$ cat config.mk
export PLATFORM = sky130hd
export DESIGN_NAME = shift_register_sipo_framed
export DESIGN_NICKNAME = d
export VERILOG_FILES = /design/src/rtl/shift_register_pkg.sv /design/src/rtl/shift_register_sipo_framed.sv
export SDC_FILE = /design/constraint.sdc
export NUM_CORES = 1
export LEC_CHECK = 0
export CAP_MARGIN = 20
export CORE_MARGIN = 1
export CORE_UTILIZATION = 40
export CTS_CLUSTER_DIAMETER = 30
export DETAILED_ROUTE_END_ITERATION = 8
export GPL_ROUTABILITY_DRIVEN = 0
export GPL_TIMING_DRIVEN = 0
export HOLD_SLACK_MARGIN = 0.06
export PLACE_DENSITY = 0.68
export SLEW_MARGIN = 20
export SYNTH_ARGS = -nofsm -noshare
export SYNTH_HDL_FRONTEND = slang
export SYNTH_SLANG_ARGS = --single-unit
$ cat constraint.sdc
create_clock -name clk -period 2.2 [get_ports clk]
set_input_delay 0.22 -clock clk [delete_from_list [all_inputs] [get_ports clk]]
set_output_delay 0.22 -clock clk [all_outputs]
set_load 0.005 [all_outputs]
$ cat src/rtl/shift_register_pkg.sv
// ============================================================================
// Module  : shift_register_pkg
// Brief   : Shared types and helpers for the shift-register block family.
// Revision: 1.0 - initial release
// ============================================================================
`default_nettype none

package shift_register_pkg;

    typedef enum logic {
        COLLECT = 1'b0,
        STALL   = 1'b1
    } sipo_state_t;

    // Width of a counter that indexes 0..n-1; kept at least 1 bit for tiny n.
    function automatic int cnt_width(input int n);
        return (n <= 2) ? 1 : $clog2(n);
    endfunction

endpackage

`default_nettype wire

$ cat src/rtl/shift_register_sipo_framed.sv
// ============================================================================
// Module  : shift_register_sipo_framed
// Brief   : MSB-first framed SIPO deserializer with a two-deep output path.
// Revision: 1.0 - initial release
// ============================================================================
`default_nettype none

module shift_register_sipo_framed
    import shift_register_pkg::*;
#(
    parameter int N = 8
) (
    input  logic         clk,
    input  logic         rst,
    input  logic         SI,
    input  logic         si_valid,
    output logic         si_ready,
    input  logic         sync,
    output logic [N-1:0] PO,
    output logic         po_valid,
    input  logic         po_ready,
    output logic         ovf,
    input  logic         ovf_clr
);

    localparam int               c_cnt_w   = cnt_width(N);
    localparam logic [c_cnt_w-1:0] c_cnt_max = c_cnt_w'(N - 1);

    sipo_state_t        r_state;
    sipo_state_t        w_state_nxt;
    logic [N-1:0]       r_sh;
    logic [c_cnt_w-1:0] r_cnt;

    logic         w_accept;
    logic         w_consume;
    logic         w_complete;
    logic         w_out_free;
    logic [N-1:0] w_word;

    assign w_accept   = si_valid && si_ready;
    assign w_consume  = po_valid && po_ready;
    assign w_word     = {r_sh[N-2:0], SI};
    assign w_complete = w_accept && !sync && (r_cnt == c_cnt_max);
    // Output stage can take a new word if empty or being drained this edge.
    assign w_out_free = !po_valid || po_ready;

    // State register
    always_ff @(posedge clk) begin
        if (rst) begin
            r_state <= COLLECT;
        end else begin
            r_state <= w_state_nxt;
        end
    end

    // Next-state logic
    always_comb begin
        w_state_nxt = r_state;
        case (r_state)
            COLLECT: if (w_complete && !w_out_free) w_state_nxt = STALL;
            STALL:   if (w_consume)                 w_state_nxt = COLLECT;
            default: w_state_nxt = COLLECT;
        endcase
    end

    // Output decode: depends only on registered state, never on po_ready.
    always_comb begin
        si_ready = (r_state == COLLECT);
    end

    always_ff @(posedge clk) begin
        if (rst) begin
            r_sh     <= '0;
            r_cnt    <= '0;
            PO       <= '0;
            po_valid <= 1'b0;
            ovf      <= 1'b0;
        end else begin
            if (si_valid && !si_ready) begin
                ovf <= 1'b1;
            end else if (ovf_clr) begin
                ovf <= 1'b0;
            end

            if (r_state == STALL) begin
                // sh holds a complete word; it moves out only when PO drains.
                if (w_consume) begin
                    PO <= r_sh;
                end
            end else begin
                if (w_accept && sync) begin
                    r_sh  <= {{(N-1){1'b0}}, SI};
                    r_cnt <= c_cnt_w'(1);
                end else if (w_accept) begin
                    r_sh <= w_word;
                    if (r_cnt == c_cnt_max) begin
                        r_cnt <= '0;
                    end else begin
                        r_cnt <= r_cnt + c_cnt_w'(1);
                    end
                end else if (sync) begin
                    r_cnt <= '0;
                end

                if (w_complete && w_out_free) begin
                    PO       <= w_word;
                    po_valid <= 1'b1;
                end else if (w_consume) begin
                    po_valid <= 1'b0;
                end
            end
        end
    end

endmodule

`default_nettype wire

==> results.py <==
metrics = {
    "setup_path": {
        "critical_path.max_fanout": 10,
        "endpoint_kind": "primary output",
        "critPathArrivalTime_ns": 1.52,
        "slowest_delay_ns": 0.49,
        "worst_setup_path_start_kind": "flop",
        "cp.required_ns": 1.98,
        "crit_buf_inv": 4,
        "crit_type": "reg -> out",
        "crit_slowest_cell": "clkdlybuf4s50_1",
        "worstPathCellList": "buf_6 > buf_4 > inv_1 > clkdlybuf4s50_1",
        "critPathTopFamily": "buffers and inverters",
    },
    "placement": {
        "hpwl_um": 1590,
        "port_buffers": 17,
    },
    "sta": {
        "slew_headroom_pct": 69.3,
        "rsz0062_at_grt": "false",
        "tns_ns": 0,
        "final.setup_skew_ns": 0.0110,
        "fin_crit_sh_pct": 79.1,
        "hold_violations": 0,
        "worst_pin_slew_ns": 0.461,
        "drv_slew": 0,
        "fmax_ghz": 0.575,
        "setup_violations": 0,
        "fin_crit_ns": 1.74,
    },
    "global_route": {
        "grt_pass1_vias": 844,
        "grt_pass1_wl_um": 3640,
        "globalRouteTotalUtil_pct": 17.8,
        "grt_antenna_before_repair": 0,
        "grt_max_degree": 14,
        "globalRouteOverflowTotal": 0,
    },
    "route": {
        "antenna_left": 0,
        "wire_per_inst_um": 12.9,
        "routed-wl-met3_um": 66,
        "via_per_inst": 5.36,
        "drc": 0,
        "vias": 885,
        "highest_layer": "met4",
        "drtPass1Iterations": 4,
        "routed_wl_um": 2130,
        "wl_met1_um": 997,
        "dr_wl_met2_um": 1040,
        "drt_iter0_drc": 10,
    },
    "synth": {
        "yosysSeqAreaShare_pct": 42.3,
        "synth.top_cells.by_count": "22 x dfxtp_1, 16 x a211oi_1, 11 x a21oi_1, 11 x nand2_1, 10 x inv_1",
        "synth_edf_count": 0,
        "yosys_warnings": 0,
        "netlist_area_sq_um": 1040,
        "synth_most_common_cell": "dfxtp_1",
        "synth.top_cell.area_share_pct": 42.3,
        "synth.largest_area_cell": "dfxtp_1",
        "synth_nets": 123,
        "ys.flop_type": "dfxtp_1",
        "avgSynthCellArea_sq_um": 9.14,
        "synthTopCellsByArea": "dfxtp_1 42%, a211oi_1 12%, mux2_2 8.6%, a21oi_1 5.3%, nand3b_1 5.0%",
        "async_flop_share_pct": 0,
        "synth_cell_type_count": 23,
        "syn_inst": 114,
        "ys_ff_latch": 22,
    },
    "floorplan": {
        "dieArea_sq_um": 2810,
        "rows": 18,
        "io_pins": 18,
        "die_h_um": 53.0,
        "start_util_pct": 42.1,
        "chipWidth_um": 53.0,
        "coreArea_sq_um": 2480,
    },
    "clocking": {
        "cts_sinks": 22,
        "cts-root-buf": "clkbuf_4",
        "numCtsBuffers": 3,
        "h-tree-depth": 1,
        "clk_pin_slew_worst_paths_ns": 0.13,
        "cts_setup_buffers": 0,
        "tritoncts": "done",
        "ctsHoldBuffers": 0,
        "cts_buffer_depth": 2,
        "insertion_delay_ns": 0.32,
        "cts.repair.resized": 0,
    },
    "power": {
        "vdd_drop_max_mv": 0.453,
        "power.density_nw_per_um2": 586,
        "power.total_uw": 763,
        "power_leakage_uw": 0.000444,
    },
    "final_layout": {
        "syn2layout_area_growth_pct": 25.0,
        "antenna_cells": 0,
        "multi_input_area_sq_um": 512,
        "regArea_sq_um": 440,
        "fillers": 242,
        "nNetsFinal": 145,
        "drive_above_1_share_pct": 13.3,
    },
    "flow_run": {
        "maxCapViolations": 0,
    },
    "min_path": {
        "hp-class": "reg -> reg",
    },
    "run_status": {
        "outcome": "completed",
    },
}
-- where the power goes --
| part | switching (uW) | leakage [uW] | internal (uW) |
|---|---|---|---|
| logic | 22.1 | 0.000238 | 20.6 |
| clock network | 132 | 0.0000279 | 184 |
| registers | 2.63 | 0.000178 | 402 |
| total | 157 | 0.000444 | 607 |
-- layout make-up --
cell class / instances / area share, %
buffer: 9 / 4.03
clock buffer: 3 / 1.73
clock inverter: 1 / 2.31
inverter: 10 / 2.88
multi-input combinational: 73 / 39.3
sequential: 22 / 33.8
tap: 30 / 2.88
timing repair buffer: 17 / 13.1
-- tightest hold or removal path: stages (launching register included) --
cell,delay [ns]
dfxtp_1,0.34
inv_1,0.05
a211oi_1,0.05
-- final timing paths --
check        cells after the start  slack (ns)  startpoint        to
max                              4        0.46     r_state  si_ready
min reg2reg                      2        0.47       PO[4]     PO[4]
min                              2        0.47       PO[4]     PO[4]
max reg2reg                      6        0.59    r_cnt[0]     PO[2]
-- per-stage QoR --
step	area [sq um]	util, %	setup WS, ns	hold WS (ns)	instances
floorplan	1040	-	0.803	0.293	114
global placement	1250	50.5	0.566	0.438	161
detailed placement	1250	50.5	0.495	0.449	161
CTS	1300	52.6	0.458	0.475	165
global route	1300	52.6	0.390	0.499	165
finish	1300	52.6	0.459	0.474	165
-- layout by cell type (no fill, tap or decap), types with 2 or more instances in the layout --
master,instances
dfxtp_1,22
clkdlybuf4s50_1,17
a211oi_1,16
nand2_1,11
a21oi_1,11
inv_1,10
mux2_2,8
nand3b_1,7
clkbuf_1,6
nor2_1,3
clkbuf_4,3
buf_6,2
nor2b_1,2
nand2b_1,2
o21ai_0,2
a22oi_1,2
ha_1,2
-- routing by layer --
metal / track usage [%] / vias up
met5: 0 / -
met4: 6.58 / 0
met3: 2.59 / 6
met2: 30.6 / 16
met1: 22.3 / 419
li1: - / 444
-- cells by family after synthesis --
logic type               share of synthesized area (%)
AO/OA/AOI/OAI                                     22.2
AND/OR/NAND/NOR                                   15.8
flip-flops                                        42.3
buffers and inverters                             8.64
multiplexers                                      8.64
adder cells (fa/ha/maj)                           2.40
-- registers in the layout (all words and copies together), names as in the netlist --
register  count
PO            8
r_sh          8
r_cnt         3
ovf           1
po_valid      1
r_state       1
No activity file was read; power rests on OpenSTA's default activity.
